--- src/rtl/decode_stage_pkg.sv ---
// Shared definitions for the decode stage: opcode values, instruction field
// positions and the control FSM state type.
package decode_stage_pkg;

    localparam logic [3:0] OP_BRANCH = 4'b1011;
    localparam logic [3:0] OP_JUMP   = 4'b1100;
    localparam logic [3:0] OP_HALT   = 4'b1111;

    // Low bit of each field inside the 16-bit instruction word
    localparam int unsigned OPCODE_LSB = 12;
    localparam int unsigned RD_LSB     = 8;
    localparam int unsigned RS1_LSB    = 4;
    localparam int unsigned RS2_LSB    = 0;
    localparam int unsigned IMM_LSB    = 0;
    localparam int unsigned TARGET_LSB = 4;

    typedef enum logic [1:0] {
        StRun,
        StHold,
        StHalt
    } state_e;

    // Opcodes that carry an absolute target in [11:4]
    function automatic logic is_ctrl_op(input logic [3:0] op);
        return (op == OP_BRANCH) || (op == OP_JUMP);
    endfunction

endpackage

--- src/rtl/decode_stage_if.sv ---
// Fetch/execute-facing signal bundle of the decode stage.
// slave: the decode stage itself; master: whatever drives it (fetch/execute).
interface decode_stage_if;
    logic [15:0] instruction;
    logic [7:0]  PC_in;
    logic        valid_in;
    logic        ex_ready;
    logic        flush;
    logic        resolve_valid;
    logic [7:0]  resolve_pc;
    logic        resolve_taken;

    logic        stall;
    logic        jump;
    logic        predict_taken;
    logic [7:0]  branch_target;
    logic        halt;

    logic [3:0]  opcode;
    logic [3:0]  rd;
    logic [3:0]  rs1;
    logic [3:0]  rs2;
    logic [7:0]  imm;
    logic [7:0]  PC_out;
    logic        valid_out;
    logic        pred_out;

    modport slave (
        input  instruction, PC_in, valid_in, ex_ready, flush,
               resolve_valid, resolve_pc, resolve_taken,
        output stall, jump, predict_taken, branch_target, halt,
               opcode, rd, rs1, rs2, imm, PC_out, valid_out, pred_out
    );

    modport master (
        output instruction, PC_in, valid_in, ex_ready, flush,
               resolve_valid, resolve_pc, resolve_taken,
        input  stall, jump, predict_taken, branch_target, halt,
               opcode, rd, rs1, rs2, imm, PC_out, valid_out, pred_out
    );
endinterface

--- src/rtl/branch_predictor.sv ---
// Table of 2-bit saturating counters, indexed by PC low bits.
// Lookup reads the registered table, so a same-cycle update to the same entry
// is not visible until the following cycle.
module branch_predictor #(
    parameter int unsigned Depth = 16,
    parameter int unsigned IdxW  = (Depth > 1) ? $clog2(Depth) : 1
) (
    input  logic            clk_i,
    input  logic            rst_i,
    input  logic [IdxW-1:0] lookup_idx_i,
    output logic            lookup_taken_o,
    input  logic            upd_valid_i,
    input  logic [IdxW-1:0] upd_idx_i,
    input  logic            upd_taken_i
);

    logic [1:0] ctr_q [Depth];
    logic [1:0] upd_cur;
    logic [1:0] upd_nxt;

    // Saturating next value for the entry being resolved
    always_comb begin
        upd_cur = ctr_q[upd_idx_i];
        upd_nxt = upd_cur;
        if (upd_taken_i) begin
            if (upd_cur != 2'b11) upd_nxt = upd_cur + 2'd1;
        end else begin
            if (upd_cur != 2'b00) upd_nxt = upd_cur - 2'd1;
        end
    end

    // Counter storage; reset to weakly not-taken
    always_ff @(posedge clk_i) begin
        if (rst_i) begin
            for (int i = 0; i < int'(Depth); i++) ctr_q[i] <= 2'b01;
        end else if (upd_valid_i) begin
            ctr_q[upd_idx_i] <= upd_nxt;
        end
    end

    assign lookup_taken_o = ctr_q[lookup_idx_i][1];

endmodule

--- src/rtl/decode_stage.sv ---
// Single-entry decode stage: registers decoded fields toward execute, tells
// fetch about jumps/branch targets, and stops on a halt word until flushed.
// Optional branch prediction is enabled with the macro BRANCH_PREDICT_EN.
module decode_stage
    import decode_stage_pkg::*;
#(
    parameter int unsigned BHT_DEPTH = 16
) (
    input  logic          clk,
    input  logic          reset,
    decode_stage_if.slave bus
);

    state_e     state_q, state_d;
    logic [3:0] opcode_q, opcode_d;
    logic [3:0] rd_q, rd_d;
    logic [3:0] rs1_q, rs1_d;
    logic [3:0] rs2_q, rs2_d;
    logic [7:0] imm_q, imm_d;
    logic [7:0] pc_q, pc_d;
    logic       valid_q, valid_d;
    logic       pred_q, pred_d;
    logic       halt_q, halt_d;

    logic [3:0] in_op;
    logic       in_run;
    logic       ctr_taken;
    logic       pred_hit;

    assign in_op  = bus.instruction[OPCODE_LSB +: 4];
    assign in_run = (state_q == StRun);

`ifdef BRANCH_PREDICT_EN
    localparam int unsigned BhtIdxW = (BHT_DEPTH > 1) ? $clog2(BHT_DEPTH) : 1;

    branch_predictor #(
        .Depth (BHT_DEPTH),
        .IdxW  (BhtIdxW)
    ) u_bp (
        .clk_i          (clk),
        .rst_i          (reset),
        .lookup_idx_i   (bus.PC_in[BhtIdxW-1:0]),
        .lookup_taken_o (ctr_taken),
        .upd_valid_i    (bus.resolve_valid),
        .upd_idx_i      (bus.resolve_pc[BhtIdxW-1:0]),
        .upd_taken_i    (bus.resolve_taken)
    );
`else
    logic unused_resolve;
    assign ctr_taken      = 1'b0;
    assign unused_resolve = ^{bus.resolve_valid, bus.resolve_pc, bus.resolve_taken,
                              BHT_DEPTH[0]};
`endif

    // Counter verdict for the incoming word, independent of FSM state so that
    // a word accepted out of HOLD still carries its prediction
    assign pred_hit = bus.valid_in && (in_op == OP_BRANCH) && ctr_taken;

    // Fetch-side combinational outputs
    always_comb begin
        bus.jump          = bus.valid_in && in_run && (in_op == OP_JUMP);
        bus.predict_taken = pred_hit && in_run;
        bus.branch_target = (bus.valid_in && is_ctrl_op(in_op)) ?
                            bus.instruction[TARGET_LSB +: 8] : 8'h00;
        bus.stall         = !in_run || (valid_q && !bus.ex_ready);
    end

    // Next-state and output-register update; flush beats everything
    always_comb begin
        logic accept;
        state_d  = state_q;
        opcode_d = opcode_q;
        rd_d     = rd_q;
        rs1_d    = rs1_q;
        rs2_d    = rs2_q;
        imm_d    = imm_q;
        pc_d     = pc_q;
        valid_d  = valid_q;
        pred_d   = pred_q;
        halt_d   = halt_q;
        accept   = 1'b0;

        if (bus.flush) begin
            valid_d = 1'b0;
            halt_d  = 1'b0;
            state_d = StRun;
        end else begin
            case (state_q)
                StRun: begin
                    if (valid_q && !bus.ex_ready) state_d = StHold;
                    else                          accept  = 1'b1;
                end
                StHold: begin
                    if (bus.ex_ready) begin
                        state_d = StRun;
                        accept  = 1'b1;
                    end
                end
                StHalt: begin
                    // Let execute take the halt word once, then go quiet
                    if (valid_q && bus.ex_ready) valid_d = 1'b0;
                end
                default: state_d = StRun;
            endcase
        end

        if (accept) begin
            if (bus.valid_in) begin
                opcode_d = in_op;
                rd_d     = bus.instruction[RD_LSB +: 4];
                rs1_d    = bus.instruction[RS1_LSB +: 4];
                rs2_d    = bus.instruction[RS2_LSB +: 4];
                imm_d    = bus.instruction[IMM_LSB +: 8];
                pc_d     = bus.PC_in;
                valid_d  = 1'b1;
                pred_d   = pred_hit;
                if (in_op == OP_HALT) begin
                    halt_d  = 1'b1;
                    state_d = StHalt;
                end
            end else begin
                valid_d = 1'b0;
            end
        end
    end

    // State and output registers
    always_ff @(posedge clk) begin
        if (reset) begin
            state_q  <= StRun;
            opcode_q <= '0;
            rd_q     <= '0;
            rs1_q    <= '0;
            rs2_q    <= '0;
            imm_q    <= '0;
            pc_q     <= '0;
            valid_q  <= 1'b0;
            pred_q   <= 1'b0;
            halt_q   <= 1'b0;
        end else begin
            state_q  <= state_d;
            opcode_q <= opcode_d;
            rd_q     <= rd_d;
            rs1_q    <= rs1_d;
            rs2_q    <= rs2_d;
            imm_q    <= imm_d;
            pc_q     <= pc_d;
            valid_q  <= valid_d;
            pred_q   <= pred_d;
            halt_q   <= halt_d;
        end
    end

    assign bus.opcode    = opcode_q;
    assign bus.rd        = rd_q;
    assign bus.rs1       = rs1_q;
    assign bus.rs2       = rs2_q;
    assign bus.imm       = imm_q;
    assign bus.PC_out    = pc_q;
    assign bus.valid_out = valid_q;
    assign bus.pred_out  = pred_q;
    assign bus.halt      = halt_q;

endmodule

--- src/flat_wrapper.sv ---
// flat-port wrapper written by rule: the top's interface ports become plain ports
module decode_stage_flat import decode_stage_pkg::*;
#(
    parameter int unsigned BHT_DEPTH = 16
)
  (clk, reset, bus_instruction, bus_PC_in, bus_valid_in, bus_ex_ready, bus_flush, bus_resolve_valid, bus_resolve_pc, bus_resolve_taken, bus_stall, bus_jump, bus_predict_taken, bus_branch_target, bus_halt, bus_opcode, bus_rd, bus_rs1, bus_rs2, bus_imm, bus_PC_out, bus_valid_out, bus_pred_out);
  decode_stage_if bus_i ();
  input  logic clk;
  input  logic reset;
  input wire logic [$bits(bus_i.instruction)-1:0] bus_instruction;
  input wire logic [$bits(bus_i.PC_in)-1:0] bus_PC_in;
  input wire logic [$bits(bus_i.valid_in)-1:0] bus_valid_in;
  input wire logic [$bits(bus_i.ex_ready)-1:0] bus_ex_ready;
  input wire logic [$bits(bus_i.flush)-1:0] bus_flush;
  input wire logic [$bits(bus_i.resolve_valid)-1:0] bus_resolve_valid;
  input wire logic [$bits(bus_i.resolve_pc)-1:0] bus_resolve_pc;
  input wire logic [$bits(bus_i.resolve_taken)-1:0] bus_resolve_taken;
  output wire logic [$bits(bus_i.stall)-1:0] bus_stall;
  output wire logic [$bits(bus_i.jump)-1:0] bus_jump;
  output wire logic [$bits(bus_i.predict_taken)-1:0] bus_predict_taken;
  output wire logic [$bits(bus_i.branch_target)-1:0] bus_branch_target;
  output wire logic [$bits(bus_i.halt)-1:0] bus_halt;
  output wire logic [$bits(bus_i.opcode)-1:0] bus_opcode;
  output wire logic [$bits(bus_i.rd)-1:0] bus_rd;
  output wire logic [$bits(bus_i.rs1)-1:0] bus_rs1;
  output wire logic [$bits(bus_i.rs2)-1:0] bus_rs2;
  output wire logic [$bits(bus_i.imm)-1:0] bus_imm;
  output wire logic [$bits(bus_i.PC_out)-1:0] bus_PC_out;
  output wire logic [$bits(bus_i.valid_out)-1:0] bus_valid_out;
  output wire logic [$bits(bus_i.pred_out)-1:0] bus_pred_out;
  assign bus_i.instruction = bus_instruction;
  assign bus_i.PC_in = bus_PC_in;
  assign bus_i.valid_in = bus_valid_in;
  assign bus_i.ex_ready = bus_ex_ready;
  assign bus_i.flush = bus_flush;
  assign bus_i.resolve_valid = bus_resolve_valid;
  assign bus_i.resolve_pc = bus_resolve_pc;
  assign bus_i.resolve_taken = bus_resolve_taken;
  assign bus_stall = bus_i.stall;
  assign bus_jump = bus_i.jump;
  assign bus_predict_taken = bus_i.predict_taken;
  assign bus_branch_target = bus_i.branch_target;
  assign bus_halt = bus_i.halt;
  assign bus_opcode = bus_i.opcode;
  assign bus_rd = bus_i.rd;
  assign bus_rs1 = bus_i.rs1;
  assign bus_rs2 = bus_i.rs2;
  assign bus_imm = bus_i.imm;
  assign bus_PC_out = bus_i.PC_out;
  assign bus_valid_out = bus_i.valid_out;
  assign bus_pred_out = bus_i.pred_out;
  decode_stage #(.BHT_DEPTH(BHT_DEPTH)) u_core (.clk(clk), .reset(reset), .bus(bus_i));
endmodule
--- config.mk ---
export PLATFORM = sky130hd
export DESIGN_NAME = decode_stage_flat
export DESIGN_NICKNAME = d
export VERILOG_FILES = /design/src/rtl/decode_stage_pkg.sv /design/src/rtl/decode_stage_if.sv /design/src/rtl/branch_predictor.sv /design/src/rtl/decode_stage.sv /design/src/flat_wrapper.sv
export SDC_FILE = /design/constraint.sdc
export NUM_CORES = 1
export LEC_CHECK = 0
export BUFFER_PORTS_ARGS = -buffer_cell sky130_fd_sc_hd__clkbuf_2
export CAP_MARGIN = 20
export CORE_UTILIZATION = 30
export DETAILED_ROUTE_END_ITERATION = 8
export SLEW_MARGIN = 20
export SYNTH_ARGS = -nofsm -noshare
export SYNTH_HDL_FRONTEND = slang
export SYNTH_HIERARCHICAL = 1
export SYNTH_SLANG_ARGS = --single-unit
--- constraint.sdc ---
create_clock -name clk -period 3.9 [get_ports clk]
set_clock_uncertainty 0.15 [all_clocks]
set_input_delay 0.78 -clock clk [delete_from_list [all_inputs] [get_ports clk]]
set_output_delay 0.78 -clock clk [all_outputs]
set_load 0.05 [all_outputs]
==> results.sh, run 1 <==
export IMPL_drive_above_1_share=0.384
export IMPL_p_int_uw=441
export IMPL_p_seq_frac=0.474
export IMPL_nNetsFinal=251
export IMPL_power_switching_uw=209
export IMPL_arrival_ps=2190
export IMPL_initial_core_util=0.321
export IMPL_outcome="complete, but fails checks"
export IMPL_root_buffer="clkbuf_8"
export IMPL_synthCells=150
export IMPL_grt_max_degree=51
export IMPL_wirelength_um=2910
export IMPL_grt_pass1_vias=969
export IMPL_vias=1147
export IMPL_p_total_uw=650
export IMPL_gp_congestion=0.732
export IMPL_num_rows=24
export IMPL_final_cell_mix="clkbuf_2, nand2b_1, dfxtp_1, mux2i_1, and2_1"
export IMPL_clock_sinks=28
export IMPL_critPathSlowestCell="or3b_2"
export IMPL_cp_common_cell="clkbuf_2"
export IMPL_fin_setup_tns_ps=0
export IMPL_ys_seq_elements=28
export IMPL_core_area_mm2=0.00450
export IMPL_ctsResizeCount=0
export IMPL_drtAntennaViolNets=0
export IMPL_antenna_found_initial=0
export IMPL_synth_top_flop_cell="dfxtp_1"
export IMPL_hold_class="reg -> reg"
export IMPL_wl_per_cell_um=11.1
export IMPL_final_common_cell="clkbuf_2"
export IMPL_finalCritPeriodShare=0.800
export IMPL_numCtsBuffers=3
export IMPL_crit_chain="clkbuf_2 > or3b_2 > a21oi_2 > and2_1 > clkbuf_2"
export IMPL_cts_tree="yes"
export IMPL_cts_setup_buffers=0
export IMPL_die_x_um=71.4
export IMPL_avgSynthCellArea_um2=9.63
export IMPL_ys_seq_area_frac=0.388
export IMPL_startpoint_type="primary input"
export IMPL_yosys_warnings=6
export IMPL_drt_pre_antenna_iters=6
export IMPL_critPathRequiredTime_ps=2970
export IMPL_violations="design-rule violations"
export IMPL_io_pins=85
export IMPL_rsz0062_at_grt="false"
export IMPL_n_antenna_cell=0
export IMPL_holdWs_ps=328
export IMPL_syn_area_mm2=0.00145
export IMPL_syn_to_final_growth_pct=26.3
export IMPL_sw_frac_of_total=0.322
export IMPL_finalSetupViolations=0
export IMPL_finalCriticalPeriod_ps=3120
export IMPL_worst_slew_pin_slew_ps=820
export IMPL_drt_iter0_drc=37
export IMPL_htree_levels=1
export IMPL_max_stage_delay_ps=480
export IMPL_grt_pass1_wl_um=4530
export IMPL_clkPwrFrac=0.275
export IMPL_ir_worst_vdd_uv=114
export IMPL_crit_type="in -> out"
export IMPL_groute_usage_overall=0.112
export IMPL_synth_cell_types=26
export IMPL_numPortBuffers=72
export IMPL_power_frac_comb=0.252
export IMPL_clock_fmax_mhz=320
export IMPL_path_clk_slew_ps=90
export IMPL_p_leak_nw=0.855
export IMPL_viasPerCell=4.36
export IMPL_slew_headroom=0.452
export IMPL_async_flop_share=0
export IMPL_clk_latency_ps=270
export IMPL_slew_violations=0
export IMPL_cts_buffer_depth=2
export IMPL_hold_viol_final=0
export IMPL_fin_cells=263
export IMPL_dp_cells=259
export IMPL_grt_overflow_total=0
export IMPL_dp_hpwl_um=2120
export IMPL_p_per_area_mw_per_mm2=356
export IMPL_drc=6
export IMPL_max_cap_viol_count=0
export IMPL_cts_hold_buf=0
export IMPL_dieArea_mm2=0.00510
export IMPL_dieHeight_um=71.4
export IMPL_worstPathMaxFanout=8
export IMPL_endpoint_kind="output pin"
export IMPL_synth_edff_count=0
-- final cells by class --
class / instances / area, um^2
Inverter: 2 / 7.51
Clock buffer: 4 / 55.1
Sequential cell: 28 / 561
Tap cell: 52 / 65.1
Multi-Input combinational cell: 104 / 757
Fill cell: 474 / 2680
Timing Repair Buffer: 73 / 380
-- worst paths after layout --
check	end	cells past startpoint	slack (ps)	from
setup / recovery	bus_branch_target[3]	5	780	bus_instruction[12]
hold reg to reg	u_core/bus.PC_out[1]	2	330	u_core/bus.PC_out[1]
setup reg to reg	u_core/bus.rs1[0]	4	2010	u_core/state_q[0]
hold / removal	u_core/bus.PC_out[1]	2	330	u_core/bus.PC_out[1]
-- power by group through the flow --
stage	registers, mW	clock network, mW	logic (mW)
floorplan	0.361	0	0.0835
global placement	0.314	0	0.166
detailed placement	0.315	0	0.165
CTS	0.308	0.190	0.166
global route	0.310	0.204	0.174
finish	0.308	0.178	0.164
-- kinds of logic after synthesis --
group | count (synthesis) | share of synthesized area
mux | 24 | 0.166
buf+inv | 19 | 0.0909
simple gates | 71 | 0.313
flops | 28 | 0.388
compound gates | 7 | 0.0390
other cells | 1 | 0.00259
-- Yosys cell counts, types with 2 or more instances --
master    number  share of area
buf_8          2          0.021
and2_1         9          0.039
buf_4         10          0.052
inv_1          2         0.0052
nor2_1         2         0.0052
clkbuf_1       5          0.013
mux2i_1       24           0.17
nand2_1        3         0.0078
nand2b_1      48           0.21
dfxtp_1       28           0.39
nor3_1         2         0.0069
-- per-layer routing --
layer	up-vias	GRT usage	share of wire
met5	-	0	0
met2	47	0.172	0.42
met1	500	0.152	0.50
met3	2	0.0253	0.078
met4	0	0.0467	0.0072
li1	598	-	-
-- registers in the layout, summed over array words and instances (netlist names) --
name,count
u_core/bus.rs2,3
u_core/bus.imm,1
u_core/bus.opcode,4
u_core/bus.rd,4
u_core/bus.PC_out,8
u_core/bus.halt,1
u_core/state_q,2
u_core/bus.rs1,4
u_core/bus.valid_out,1
-- critical path, delay by kind of cell --
family / cells / cell delay [ps]
buf+inv: 2 / 380
simple gates: 2 / 680
compound gates: 1 / 350
-- through the flow --
step / utilization / setup WS, ps / area (um^2)
final: 0.405 / 779 / 1830
after global routing: 0.405 / 690 / 1830
after CTS: 0.405 / 749 / 1830
after detailed placement: 0.393 / 754 / 1770
after global placement: 0.393 / 765 / 1770
after floorplan: - / 780 / 1450
Power figures use the tool's default switching activity.
==> run 2: changes to the inputs <==
--- a/config.mk
+++ b/config.mk
@@ -5,6 +5,7 @@
 export SDC_FILE = /design/constraint.sdc
 export NUM_CORES = 1
 export LEC_CHECK = 0
+export ABC_AREA = 1
 export BUFFER_PORTS_ARGS = -buffer_cell sky130_fd_sc_hd__clkbuf_2
 export CAP_MARGIN = 20
 export CORE_UTILIZATION = 30
==> constraint.sdc (replaced) <==
create_clock -name clk -period 2.8 [get_ports clk]
set_clock_uncertainty 0.15 [all_clocks]
set_input_delay 0.56 -clock clk [delete_from_list [all_inputs] [get_ports clk]]
set_output_delay 0.56 -clock clk [all_outputs]
set_load 0.05 [all_outputs]
==> results.sh, run 2 <==
export IMPL_grt_pass1_vias=1307
export IMPL_crit_type="in -> out"
export IMPL_path_clk_slew_ps=100
export IMPL_viasPerCell=4.14
export IMPL_synth_top_flop_cell="dfxtp_1"
export IMPL_worst_slew_pin_slew_ps=709
export IMPL_yosys_warnings=6
export IMPL_clk_latency_ps=270
export IMPL_syn_area_mm2=0.00159
export IMPL_cts_hold_buf=0
export IMPL_top_layer="met4"
export IMPL_synth_largest_area_cell="dfxtp_1"
export IMPL_synthTopCellsByArea="dfxtp_1, inv_1, nand2_1"
export IMPL_ys_seq_elements=28
export IMPL_finalCriticalPeriod_ps=2450
export IMPL_synth_largest_type_area_fraction=0.352
export IMPL_synth_common_cells="inv_1, nand2_1, nor2_1, dfxtp_1, nand4_1"
export IMPL_synth_edff_count=0
export IMPL_groute_usage_overall=0.139
export IMPL_synth_cell_types=17
export IMPL_p_per_area_mw_per_mm2=496
export IMPL_ys_seq_area_frac=0.352
export IMPL_dieArea_mm2=0.00560
export IMPL_clock_fmax_mhz=409
export IMPL_async_flop_share=0
export IMPL_cp_common_cell="clkbuf_2"
export IMPL_met3_wirelength_um=222
export IMPL_p_leak_nw=1.25
export IMPL_htree_levels=1
export IMPL_post_route_util=0.392
export IMPL_drc=0
export IMPL_arrival_ps=1740
export IMPL_dieHeight_um=74.8
export IMPL_critPathRequiredTime_ps=2090
export IMPL_finalSetupViolations=0
export IMPL_holdWs_ps=305
export IMPL_worstPathMaxFanout=9
export IMPL_antenna_found_initial=0
export IMPL_final_cell_mix="inv_1, clkbuf_2, nand2_1, nor2_1, dfxtp_1"
export IMPL_final_common_cell="inv_1"
export IMPL_drive_above_1_share=0.259
export IMPL_largest_reg_flops=8
export IMPL_cts_buffer_depth=2
export IMPL_hold_viol_final=0
export IMPL_finalCritPeriodShare=0.874
export IMPL_ir_worst_vdd_uv=393
export IMPL_crit_chain="clkbuf_2 > nand2_1 > nor2_1 > nand3_1 > nor3_1 > clkbuf_2"
export IMPL_dp_hpwl_um=2700
export IMPL_clkPwrFrac=0.255
export IMPL_endpoint_kind="output pin"
export IMPL_rsz0062_at_grt="false"
export IMPL_drtAntennaViolNets=0
export IMPL_p_total_uw=992
export IMPL_nNetsFinal=361
export IMPL_dp_cells=387
export IMPL_synth_most_common_cell="inv_1"
export IMPL_wl_met2_um=1720
export IMPL_wirelength_um=3830
export IMPL_grt_overflow_total=0
export IMPL_startpoint_type="primary input"
export IMPL_die_x_um=74.8
export IMPL_initial_core_util=0.312
export IMPL_ctsResizeCount=0
export IMPL_sw_frac_of_total=0.369
export IMPL_drt_pre_antenna_iters=4
export IMPL_max_cap_viol_count=0
export IMPL_fin_cells=391
export IMPL_vias=1617
export IMPL_slew_violations=0
export IMPL_critPathSlowestCell="nand3_1"
export IMPL_numCtsBuffers=3
export IMPL_syn_to_final_growth_pct=25.7
export IMPL_p_int_uw=626
export IMPL_io_pins=85
export IMPL_avgSynthCellArea_um2=6.10
export IMPL_max_stage_delay_ps=320
export IMPL_hold_class="reg -> reg"
export IMPL_root_buffer="clkbuf_8"
export IMPL_fin_setup_tns_ps=0
export IMPL_power_frac_comb=0.303
export IMPL_core_area_mm2=0.00511
export IMPL_wl_per_cell_um=9.79
export IMPL_clock_sinks=28
export IMPL_power_switching_uw=366
export IMPL_n_antenna_cell=0
export IMPL_drt_iter0_drc=46
export IMPL_outcome="completed"
export IMPL_drt_met1_wl_um=1870
export IMPL_cts_tree="yes"
export IMPL_numPortBuffers=72
export IMPL_synthCells=261
export IMPL_gp_congestion=0.764
export IMPL_grt_pass1_wl_um=5980
export IMPL_grt_max_degree=28
export IMPL_num_rows=26
export IMPL_p_seq_frac=0.442
export IMPL_cts_setup_buffers=0
export IMPL_slew_headroom=0.525
run 2: changes by cell type in the layout (fill, tap and decap cells not counted), sizes merged, moves of 2 or more:
cell,previous run,this run
inv,2,80
nand2,3,59
nand2b,49,0
nor2,2,30
nand4,0,26
mux2i,24,0
and2,9,0
a21oi,1,9
nand3,0,5
buf,1,3
nor3,3,1
run 2: logic make-up after synthesis:
family / Yosys count / share of synthesized area
AOI/OAI and AO/OA: 10 / 0.0385
other: 1 / 0.00236
DFF: 28 / 0.352
buffers and inverters: 100 / 0.264
and+or+nand+nor: 122 / 0.343
run 2: critical path, delay by kind of cell:
| family | cells | cell delay [ps] |
|---|---|---|
| buffers and inverters | 2 | 430 |
| AND/OR/NAND/NOR | 4 | 750 |
run 2: layer usage:
| layer | vias to the layer above | global-route usage |
|---|---|---|
| met4 | 0 | 0.0189 |
| li1 | 875 | - |
| met3 | 2 | 0.0375 |
| met2 | 59 | 0.235 |
| met5 | - | 0 |
| met1 | 681 | 0.183 |
run 2: power groups by stage:
stage | Sequential (mW) | Combinational, mW | Clock (mW)
2_1_floorplan | 0.535 | 0.153 | 0
3_3_place_gp | 0.447 | 0.301 | 0
3_5_place_dp | 0.448 | 0.302 | 0
4_1_cts | 0.439 | 0.303 | 0.267
5_1_grt | 0.443 | 0.329 | 0.283
6_report | 0.438 | 0.301 | 0.253
run 2: path summary, 6_finish.rpt:
path,start,end,slack (ps),cells past startpoint
setup / recovery,bus_instruction[15],bus_jump,350,6
hold / removal,u_core/bus.halt,u_core/bus.halt,310,2
setup reg to reg,u_core/bus.valid_out,u_core/bus.PC_out[3],800,6
hold reg to reg,u_core/bus.halt,u_core/bus.halt,310,2
run 2: metrics by stage:
step / instance area [um^2] / worst slack [ps]
finish: 2000 / 354
global placement: 1950 / 322
detailed placement: 1950 / 317
floorplan: 1600 / 109
CTS: 2000 / 311
global route: 2000 / 185
run 2: layout make-up:
| type | instances | area (um^2) |
|---|---|---|
| inverters | 80 | 300 |
| fillers | 589 | 3110 |
| repair buffers | 75 | 383 |
| clock buffers | 4 | 55.1 |
| well taps | 70 | 87.6 |
| flip-flops and latches | 28 | 561 |
| multi-input cells | 134 | 614 |
